File: src/rtl/buscaminas_pkg.sv
// Shared types, board geometry and helpers for the Buscaminas game core.
package buscaminas_pkg;

    localparam int unsigned BOARD_ROWS = 8;
    localparam int unsigned BOARD_COLS = 8;
    localparam int unsigned CELLS      = BOARD_ROWS * BOARD_COLS;
    localparam int unsigned POS_W      = 3;
    localparam int unsigned IDX_W      = 6;
    localparam int unsigned LFSR_W     = 16;

    // Fibonacci taps 16,14,13,11 expressed as a mask over bits 15,13,12,10
    localparam logic [LFSR_W-1:0] LFSR_TAPS = 16'hB400;

    typedef enum logic [2:0] {IDLE, PLACE, PLAY, COUNT, LOSE, WIN} state_t;

    typedef struct packed {
        logic signed [1:0] dr;
        logic signed [1:0] dc;
    } nb_off_t;

    // Neighbour visit order: NW, N, NE, W, E, SW, S, SE
    function automatic nb_off_t nb_off(input logic [2:0] k);
        nb_off_t o;
        case (k)
            3'd0:    o = '{dr: -2'sd1, dc: -2'sd1};
            3'd1:    o = '{dr: -2'sd1, dc:  2'sd0};
            3'd2:    o = '{dr: -2'sd1, dc:  2'sd1};
            3'd3:    o = '{dr:  2'sd0, dc: -2'sd1};
            3'd4:    o = '{dr:  2'sd0, dc:  2'sd1};
            3'd5:    o = '{dr:  2'sd1, dc: -2'sd1};
            3'd6:    o = '{dr:  2'sd1, dc:  2'sd0};
            default: o = '{dr:  2'sd1, dc:  2'sd1};
        endcase
        return o;
    endfunction

    function automatic logic [IDX_W-1:0] cell_idx(input logic [POS_W-1:0] row,
                                                  input logic [POS_W-1:0] col);
        return {row, col};
    endfunction

endpackage

File: src/rtl/buscaminas_lfsr.sv
// Free-running 16-bit Fibonacci LFSR; exposes its low OUT_W bits.
module buscaminas_lfsr
    import buscaminas_pkg::*;
#(
    parameter logic [LFSR_W-1:0] SEED  = 16'hACE1,
    parameter int unsigned       OUT_W = 6
) (
    input  logic             clk,
    input  logic             reset,
    output logic [OUT_W-1:0] rnd
);

    logic [LFSR_W-1:0] lfsr_q;

    always_ff @(posedge clk or posedge reset) begin
        if (reset) lfsr_q <= SEED;
        else       lfsr_q <= {lfsr_q[LFSR_W-2:0], ^(lfsr_q & LFSR_TAPS)};
    end

    assign rnd = lfsr_q[OUT_W-1:0];

endmodule

File: src/rtl/buscaminas_game_fsm.sv
// Minesweeper game controller: mine placement, cursor, reveal/flag and
// sequential neighbour counting over an 8x8 board.
module buscaminas_game_fsm
    import buscaminas_pkg::*;
#(
    parameter int unsigned ROWS      = 8,
    parameter int unsigned COLS      = 8,
    parameter int unsigned NUM_MINES = 10,
    parameter logic [15:0] LFSR_SEED = 16'hACE1
) (
    input  logic        clk,
    input  logic        reset,
    input  logic        start,
    input  logic        mv_up,
    input  logic        mv_down,
    input  logic        mv_left,
    input  logic        mv_right,
    input  logic        reveal,
    input  logic        flag,
    output logic [2:0]  cursor_row,
    output logic [2:0]  cursor_col,
    output logic [63:0] revealed,
    output logic [63:0] flagged,
    output logic [63:0] mine_map,
    output logic [3:0]  cell_count,
    output logic [3:0]  mines_left,
    output logic        busy,
    output logic        game_over,
    output logic        win
);

    localparam int unsigned     FCNT_W      = 7;
    localparam logic [POS_W-1:0] ROW_MAX    = POS_W'(ROWS - 1);
    localparam logic [POS_W-1:0] COL_MAX    = POS_W'(COLS - 1);
    localparam logic [IDX_W-1:0] LAST_MINE  = IDX_W'(NUM_MINES - 1);
    localparam logic [IDX_W-1:0] SAFE_TOTAL = IDX_W'(CELLS - NUM_MINES);

    state_t              state, state_n;
    logic [IDX_W-1:0]    place_idx, cur, placed, safe_cnt;
    logic [FCNT_W-1:0]   flag_cnt;
    logic [2:0]          step;
    logic [POS_W-1:0]    cnt_row, cnt_col;
    logic [3:0]          acc;
    nb_off_t             off;
    logic [4:0]          nr, nc;
    logic                term_c, reveal_ok_c;
    logic                clear_c, place_c, reveal_c, flag_c;
    logic                up_c, down_c, left_c, right_c, last_step_c;

    buscaminas_lfsr #(.SEED(LFSR_SEED), .OUT_W(IDX_W)) u_lfsr (
        .clk   (clk),
        .reset (reset),
        .rnd   (place_idx)
    );

    assign cur         = cell_idx(cursor_row, cursor_col);
    assign reveal_ok_c = !flagged[cur] && !revealed[cur];
    assign mines_left  = (flag_cnt >= FCNT_W'(NUM_MINES)) ? 4'd0
                                                           : 4'(FCNT_W'(NUM_MINES) - flag_cnt);

    // Current neighbour term; off-board coordinates wrap to >= 8 and are masked
    always_comb begin
        off    = nb_off(step);
        nr     = {2'b00, cnt_row} + {{3{off.dr[1]}}, off.dr};
        nc     = {2'b00, cnt_col} + {{3{off.dc[1]}}, off.dc};
        term_c = (nr <= 5'(ROW_MAX)) && (nc <= 5'(COL_MAX))
                 && mine_map[cell_idx(nr[2:0], nc[2:0])];
    end

    always_ff @(posedge clk or posedge reset) begin
        if (reset) state <= IDLE;
        else       state <= state_n;
    end

    always_comb begin
        state_n = state;
        case (state)
            IDLE, LOSE, WIN: if (start) state_n = PLACE;
            PLACE:           if (place_c && placed == LAST_MINE) state_n = PLAY;
            PLAY: begin
                if (clear_c)       state_n = PLACE;
                else if (reveal_c) state_n = mine_map[cur] ? LOSE : COUNT;
            end
            COUNT: if (last_step_c)
                       state_n = (IDX_W'(safe_cnt + IDX_W'(1)) == SAFE_TOTAL) ? WIN : PLAY;
            default: state_n = IDLE;
        endcase
    end

    // Action decode: one action per cycle, reveal > flag > up > down > left > right
    always_comb begin
        clear_c     = 1'b0;
        place_c     = 1'b0;
        reveal_c    = 1'b0;
        flag_c      = 1'b0;
        up_c        = 1'b0;
        down_c      = 1'b0;
        left_c      = 1'b0;
        right_c     = 1'b0;
        last_step_c = 1'b0;
        case (state)
            IDLE, LOSE, WIN: clear_c = start;
            PLACE:           place_c = !mine_map[place_idx];
            PLAY: begin
                if (start)         clear_c  = 1'b1;
                else if (reveal)   reveal_c = reveal_ok_c;
                else if (flag)     flag_c   = !revealed[cur];
                else if (mv_up)    up_c     = 1'b1;
                else if (mv_down)  down_c   = 1'b1;
                else if (mv_left)  left_c   = 1'b1;
                else if (mv_right) right_c  = 1'b1;
            end
            COUNT:   last_step_c = (step == 3'd7);
            default: ;
        endcase
    end

    always_ff @(posedge clk or posedge reset) begin
        if (reset) begin
            cursor_row <= '0;
            cursor_col <= '0;
            revealed   <= '0;
            flagged    <= '0;
            mine_map   <= '0;
            cell_count <= '0;
            flag_cnt   <= '0;
            placed     <= '0;
            safe_cnt   <= '0;
            step       <= '0;
            cnt_row    <= '0;
            cnt_col    <= '0;
            acc        <= '0;
            busy       <= 1'b0;
            game_over  <= 1'b0;
            win        <= 1'b0;
        end else begin
            if (clear_c) begin
                cursor_row <= '0;
                cursor_col <= '0;
                revealed   <= '0;
                flagged    <= '0;
                mine_map   <= '0;
                cell_count <= '0;
                flag_cnt   <= '0;
                placed     <= '0;
                safe_cnt   <= '0;
            end
            if (place_c) begin
                mine_map[place_idx] <= 1'b1;
                placed              <= placed + IDX_W'(1);
            end
            if (reveal_c) begin
                revealed[cur] <= 1'b1;
                cnt_row       <= cursor_row;
                cnt_col       <= cursor_col;
                acc           <= '0;
                step          <= '0;
            end
            if (flag_c) begin
                flagged[cur] <= !flagged[cur];
                flag_cnt     <= flagged[cur] ? flag_cnt - FCNT_W'(1) : flag_cnt + FCNT_W'(1);
            end
            if (up_c && cursor_row != '0)         cursor_row <= cursor_row - POS_W'(1);
            if (down_c && cursor_row != ROW_MAX)  cursor_row <= cursor_row + POS_W'(1);
            if (left_c && cursor_col != '0)       cursor_col <= cursor_col - POS_W'(1);
            if (right_c && cursor_col != COL_MAX) cursor_col <= cursor_col + POS_W'(1);
            if (state == COUNT) begin
                acc  <= acc + 4'(term_c);
                step <= step + 3'd1;
                if (last_step_c) begin
                    cell_count <= acc + 4'(term_c);
                    safe_cnt   <= safe_cnt + IDX_W'(1);
                end
            end
            busy      <= (state_n == PLACE) || (state_n == COUNT);
            game_over <= (state_n == LOSE);
            win       <= (state_n == WIN);
        end
    end

endmodule
File: config.mk
export PLATFORM = sky130hd
export DESIGN_NAME = buscaminas_game_fsm
export DESIGN_NICKNAME = d
export VERILOG_FILES = /design/src/rtl/buscaminas_pkg.sv /design/src/rtl/buscaminas_lfsr.sv /design/src/rtl/buscaminas_game_fsm.sv
export SDC_FILE = /design/constraint.sdc
export NUM_CORES = 1
export LEC_CHECK = 0
export CORE_MARGIN = 8
export CORE_UTILIZATION = 50
export CTS_CLUSTER_DIAMETER = 40
export DETAILED_ROUTE_END_ITERATION = 8
export GPL_ROUTABILITY_DRIVEN = 1
export MAX_ROUTING_LAYER = met4
export PLACE_DENSITY = 0.84
export SLEW_MARGIN = 20
export SYNTH_ARGS = -nofsm -noshare
export SYNTH_HDL_FRONTEND = slang
export SYNTH_SLANG_ARGS = --single-unit
export TNS_END_PERCENT = 1
File: constraint.sdc
create_clock -name clk -period 11.45 [get_ports clk]
set_input_delay 3.435 -clock clk [delete_from_list [all_inputs] [get_ports clk]]
set_output_delay 3.435 -clock clk [all_outputs]
set_load 0.02 [all_outputs]
==> qor.yml, run 1 <==
status:
  status: "completed"
clock_network:
  cts_tree: "done"
  clockBufferDepth: 3
  cts-root-buf: "clkbuf_16"
  cts_setup_buffers: 0
  holdBufCountCts: 0
  clk_pin_slew_worst_paths_ns: 0.06
  htree_levels: 2
  cts_resized: 0
  clkLatencyLatePin_ns: 0.53
  clock_sinks: 256
  cts_buffers: 37
setup_path:
  critPathLaunchType: "register"
  cp_data_arrival_time_ns: 2.57
  cp_max_fo: 39
  worstPathRequired_ns: 8.02
  crit_type: "register to output pin"
  r2r_setup_slack_ns: 6.03
  timing.critical_path.to_type: "output pin"
place:
  placed_area_um2: 16400
  place_congestion: 0.947
  dp_hpwl_um: 31600
  port_buffers: 217
  place_ws_ns: 5.06
floorplan:
  die_w_um: 184
  start_util_pct: 50.7
  pin_count: 218
  die_y_um: 184
  core_area_um2: 27800
  row_count: 61
  dieArea_um2: 33800
synthesis:
  postSynthCellCount: 1375
  yosysSeqAreaShare_pct: 45.5
  ys_types: 85
  synth_warnings: 0
  netlist.top_cell.by_area: "dfrtp_1"
  synthArstFlopShare_pct: 100
  synth_area_um2: 14100
  synthFlopType: "dfrtp_1"
  synth_edf_count: 0
  syn-mean-instance-area_um2: 10.3
  syn_nets: 1421
  ys_top_cells_by_area: "dfrtp_1, mux2i_1, nand2_1"
  netlist.area_leader.share_pct: 44.0
  ys_seq_elements: 256
sta:
  finClkSkew_ns: 0.0242
  fin_crit_ns: 6.00
  finalCritPeriodShare_pct: 52.4
  worst_pin_slew_ns: 1.08
  slew_violations: 0
  rsz0062_at_grt: "no"
  layout_setup_ws_ns: 5.45
  slew_headroom_pct: 27.4
  finalSetupTns_ns: 0
  finalHoldViolCount: 0
  finalSetupViolCount: 0
  max_clock_freq_mhz: 167
power_and_ir_drop:
  p_leak_nw: 7.68
  power_density_nw_per_um2: 149
  finalPower_mw: 2.64
  ir_drop_v: 0.000171
cells_and_area:
  layout.cells.most_common: "dfrtp_1"
  final_layout_size_suffix_gt1_share_pct: 11.4
  layout_common_cells: "dfrtp_1, nand2_1, clkdlybuf4s50_1"
  antenna_cells: 0
  nNetsFinal: 1594
  areaGrowthSynthToFinish_pct: 25.9
  final_cell_area_um2: 17700
  fill_cells: 2207
detailed_routing:
  drc: 0
  drt_iter0_markers: 1597
  wirelength_um: 46900
  viasPerCell: 6.40
  wl_per_cell_um: 24.0
  drt-pass1-iter-count: 7
  num_vias: 12510
  drtAntennaViolNets: 0
global_routing:
  grt_remaining_overflow: 0
  grt_max_degree: 141
  antenna_found_initial: 0
  grt_pass1_vias: 12439
  grt_usage_pct: 28.0
  grt_pass1_wl_um: 72500
run:
  drv_cap: 0
hold_path:
  hold_class: "register to register"
[metal layers]
metal / vias up / track usage [%] / share of wire (%)
li1: 5387 / - / -
met1: 6204 / 36.1 / 41
met2: 777 / 43.6 / 46
met3: 142 / 5.10 / 8.8
met4: 0 / 10.7 / 4.0
met5: - / - / 0
[stage by stage]
stage / util [%] / std cells / hold WS [ns]
global placement: 59.0 / 1887 / 0.336
floorplan: - / 1375 / 0.331
global route: 63.9 / 1954 / 0.363
detailed placement: 59.0 / 1887 / 0.341
finish: 63.9 / 1954 / 0.353
CTS: 63.9 / 1954 / 0.355
[path summary, 6_finish.rpt]
check / start / to / depth (start not counted)
worst max-delay path: cursor_col[1]$_DFFE_PP0P_ / cursor_col[1] / 2
worst min-delay path: u_lfsr.lfsr_q[8]$_DFF_PP0_ / u_lfsr.lfsr_q[9]$_DFF_PP0_ / 0
min in group asynchronous: reset / revealed[21]$_DFF_PP0_ / 2
max in group asynchronous: reset / mine_map[1]$_DFF_PP0_ / 3
worst min register to register: u_lfsr.lfsr_q[8]$_DFF_PP0_ / u_lfsr.lfsr_q[9]$_DFF_PP0_ / 0
worst max register to register: cursor_col[1]$_DFFE_PP0P_ / flag_cnt[6]$_DFFE_PP0P_ / 16
[worst max-delay path, cell delays in order, from the launching register on]
cell             delay (ns)
dfrtp_2                0.71
buf_4                  0.59
clkdlybuf4s50_1        0.72
[registers in the layout (all words and copies together) (netlist names), 4 cells and up]
| signal | count |
|---|---|
| acc | 4 |
| safe_cnt | 6 |
| mine_map | 64 |
| flag_cnt | 7 |
| u_lfsr.lfsr_q | 16 |
| cell_count | 4 |
| revealed | 64 |
| placed | 6 |
| flagged | 64 |
[kinds of logic after synthesis]
| logic type | synth area share (%) |
|---|---|
| AO/OA/AOI/OAI | 15.2 |
| buffers and inverters | 4.55 |
| adder cells (fa/ha/maj) | 3.44 |
| AND/OR/NAND/NOR | 14.9 |
| flip-flops | 45.5 |
| XOR/XNOR | 1.06 |
| multiplexers | 15.3 |
[synthesized netlist by cell type (all sizes together) (4+ instances only)]
| master | count |
|---|---|
| a21oi | 36 |
| a221o | 10 |
| a221oi | 8 |
| a22o | 60 |
| a22oi | 5 |
| a31oi | 6 |
| and2 | 4 |
| and3 | 10 |
| buf | 51 |
| clkbuf | 49 |
| dfrtp | 248 |
| dfstp | 8 |
| ha | 34 |
| inv | 32 |
| mux2 | 24 |
| mux2i | 112 |
| mux4 | 34 |
| nand2 | 235 |
| nand2b | 9 |
| nand3 | 78 |
| nand4 | 4 |
| nand4b | 5 |
| nor2 | 45 |
| nor2b | 9 |
| nor3 | 20 |
| nor3b | 4 |
| o21ai | 102 |
| o221ai | 5 |
| o22ai | 29 |
| o2bb2ai | 4 |
| o31ai | 6 |
| or3 | 6 |
| xnor2 | 8 |
| xor2 | 9 |
[where the power goes]
part	switching (mW)	internal, mW	leakage, nW
logic	0.229	0.172	3.58
clock network	0.448	0.780	0.644
registers	0.0564	0.951	3.46
total	0.734	1.90	7.68
[final cells by class]
cell class / instances / area [um2] / area share (%)
multi-input cells: 986 / 7060 / 39.8
flip-flops and latches: 256 / 6420 / 36.2
repair buffers: 234 / 2310 / 13.0
clock buffers: 43 / 968 / 5.46
well taps: 378 / 473 / 2.67
clock inverters: 24 / 375 / 2.12
inverters: 33 / 131 / 0.740
No activity file was read; power rests on OpenSTA's default activity.
==> inputs of run 2 (changes only) <==
- PLACE_DENSITY: 0.84 -> 0.87
- clock period: 11.45 -> 5.52 ns (I/O delays scaled with it)
==> run 2 against run 1 <==
  * Combinational power increased by 110%
  * Worst setup slack got worse by 5.0 ns
  * Highest routed layer unchanged
  * Clock power increased by 120%
  * Non-clock buffer count increased by 8
  * Critical path type is now register to register
  * Sequential cell count unchanged
  * Cell area increased by 0.80%
  * Worst hold slack got worse by 0.00091 ns
  * Register-to-register slack got worse by 5.6 ns
  * Die area unchanged
==> qor.yml, run 2 (synthesis gave the netlist of run 1 again) <==
cells_and_area:
  top_regs: "flagged: 64 flops, mine_map: 64 flops, revealed: 64 flops"
  nNetsFinal: 1603  # +0.56%
  fill_cells: 2107  # -4.5%
  areaGrowthSynthToFinish_pct: 26.9
  final_cell_area_um2: 17900  # +0.80%
  final_layout_size_suffix_gt1_share_pct: 11.9  # +0.56 points
  antenna_cells: 0  # unchanged
  layout_common_cells: "dfrtp_1, nand2_1, clkdlybuf4s50_1"
  layout.cells.most_common: "dfrtp_1"
setup_path:
  r2r_end: "acc[2]$_DFFE_PP0P_"
  cp_slowest_stage_delay_ns: 0.98  # +0.26 ns
  path_cells: "inv_1 > ha_1 > nor4b_1 > a21oi_1 > or2_2 > ha_1 > fa_1 > mux4_2 > mux4_2 > mux4_2 > o221a_2 > ha_1 > ha_1 > mux2_2 > mux2i_1"
  crit_type: "register to register"
  timing.critical_path.to_type: "register"
  reg2reg_depth: 15  # -1
  cp_data_arrival_time_ns: 5.54  # +2.97 ns
  cp_slowest_cell: "fa_1"
  worstPathRequired_ns: 5.96  # -2.06 ns
  r2r_setup_slack_ns: 0.42  # -5.61 ns
  critPathLaunchType: "register"
  crit_path_frequent_cell: "ha_1"
  r2r_start: "step[0]$_DFFE_PP0P_"
  cp_max_fo: 16  # -59%
floorplan:
  pin_count: 218  # unchanged
  start_util_pct: 50.7  # unchanged
  die_w_um: 184  # unchanged
  row_count: 61  # unchanged
  die_y_um: 184  # unchanged
  core_area_um2: 27800  # unchanged
  dieArea_um2: 33800  # unchanged
global_routing:
  antenna_found_initial: 0  # unchanged
  grt_max_degree: 175  # +24%
  grt_pass1_wl_um: 73300  # +1.1%
  grt_usage_pct: 28.3  # +0.25 points
  grt_pass1_vias: 12589  # +1.2%
  grt_remaining_overflow: 0  # unchanged
detailed_routing:
  wirelength_um: 47300  # +0.84%
  viasPerCell: 6.44  # +0.60%
  drtAntennaViolNets: 0  # unchanged
  drt-pass1-iter-count: 6  # -1
  wl_per_cell_um: 24.1  # +0.32%
  drt_iter0_markers: 1461  # -8.5%
  drc: 0  # unchanged
  num_vias: 12650  # +1.1%
hold_path:
  hold_class: "register to register"
  hold_start: "u_lfsr.lfsr_q[6]$_DFF_PP1_"
  min_to: "u_lfsr.lfsr_q[7]$_DFF_PP1_"
  hold_depth: 0  # unchanged
clock_network:
  cts_buffers: 38  # +2.7%
  clk_pin_slew_worst_paths_ns: 0.06  # about the same
  cts_resized: 0  # unchanged
  clock_sinks: 256  # unchanged
  clockBufferDepth: 3  # unchanged
  htree_levels: 2  # unchanged
  cts-root-buf: "clkbuf_16"
  cts_setup_buffers: 0  # unchanged
  clkLatencyLatePin_ns: 0.53  # about the same
  holdBufCountCts: 0  # unchanged
  cts_tree: "done"
place:
  place_congestion: 1.00  # +6.0%
  place_ws_ns: 0.526  # -4.53 ns
  placed_area_um2: 16500  # +0.53%
  port_buffers: 217  # unchanged
  dp_hpwl_um: 32600  # +3.0%
sta:
  finalSetupTns_ns: 0  # unchanged
  finalCritPeriodShare_pct: 92.4
  slew_headroom_pct: 27.6  # +0.11 points
  finalHoldViolCount: 0  # unchanged
  finClkSkew_ns: 0.0280  # +0.00385 ns
  slew_violations: 0  # unchanged
  holdWs_ns: 0.352  # -0.000909 ns
  rsz0062_at_grt: "no"
  fin_crit_ns: 5.10
  finalSetupViolCount: 0  # unchanged
  layout_setup_ws_ns: 0.419  # -5.03 ns
  max_clock_freq_mhz: 196
  worst_pin_slew_ns: 1.08  # -0.000555 ns
power_and_ir_drop:
  power_density_nw_per_um2: 312  # +110%
  p_leak_nw: 7.76  # +1.0%
  ir_drop_v: 0.000227  # +33%
  finalPower_mw: 5.57  # +110%
status:
  status: "completed"
run:
  drv_cap: 0  # unchanged
## run 2: layout make-up
| class | instances | area (um2) | share of cell area, % |
|---|---|---|---|
| Multi-Input combinational cell | 986 | 7060 | 39.5 |
| Clock inverter | 23 | 357 | 1.99 |
| Tap cell | 378 | 473 | 2.64 |
| Inverter | 33 | 128 | 0.714 |
| Sequential cell | 256 | 6420 | 35.9 |
| Timing Repair Buffer | 242 | 2400 | 13.4 |
| Clock buffer | 46 | 1040 | 5.83 |
## run 2: per-layer routing
layer  vias to the layer above  global-route usage [%]  share of wire [%]
li1                       5406                       -                  -
met1                      6252                    34.9                 38
met2                       817                    44.2                 47
met3                       175                    6.40                 10
met4                         0                    12.4                4.1
met5                         -                       -                  0
## run 2: metrics by stage
step	util [%]	std cells
finish	64.4	1964
global route	64.4	1964
CTS	64.4	1964
detailed placement	59.3	1895
global placement	59.3	1895
floorplan	-	1375
## run 2: how the worst max path moves through the flow
stage | cells after the start | slack [ns] | end | start
detailed placement | 15 | 0.53 | acc[2]$_DFFE_PP0P_ | step[0]$_DFFE_PP0P_
finish | 15 | 0.42 | acc[2]$_DFFE_PP0P_ | step[0]$_DFFE_PP0P_
global placement | 15 | 0.68 | acc[2]$_DFFE_PP0P_ | step[0]$_DFFE_PP0P_
floorplan | 1 | 0.50 | acc[0]$_DFFE_PP0P_ | reset
global route | 15 | 0.27 | acc[2]$_DFFE_PP0P_ | step[0]$_DFFE_PP0P_
CTS | 15 | 0.49 | acc[2]$_DFFE_PP0P_ | step[0]$_DFFE_PP0P_
## run 2: where the power goes
group / switching (mW) / internal (mW) / leakage [nW]
Sequential: 0.129 / 1.97 / 3.46
Clock: 0.943 / 1.70 / 0.675
Combinational: 0.464 / 0.361 / 3.63
## run 2: worst max-delay path: cells and delay by family (launching register included)
family	cells	cell delay, ns
buffers and inverters	1	0.09
AND/OR/NAND/NOR	2	0.64
flip-flops	1	0.40
adder cells (fa/ha/maj)	5	1.86
AO/OA/AOI/OAI	2	0.23
multiplexers	5	1.78
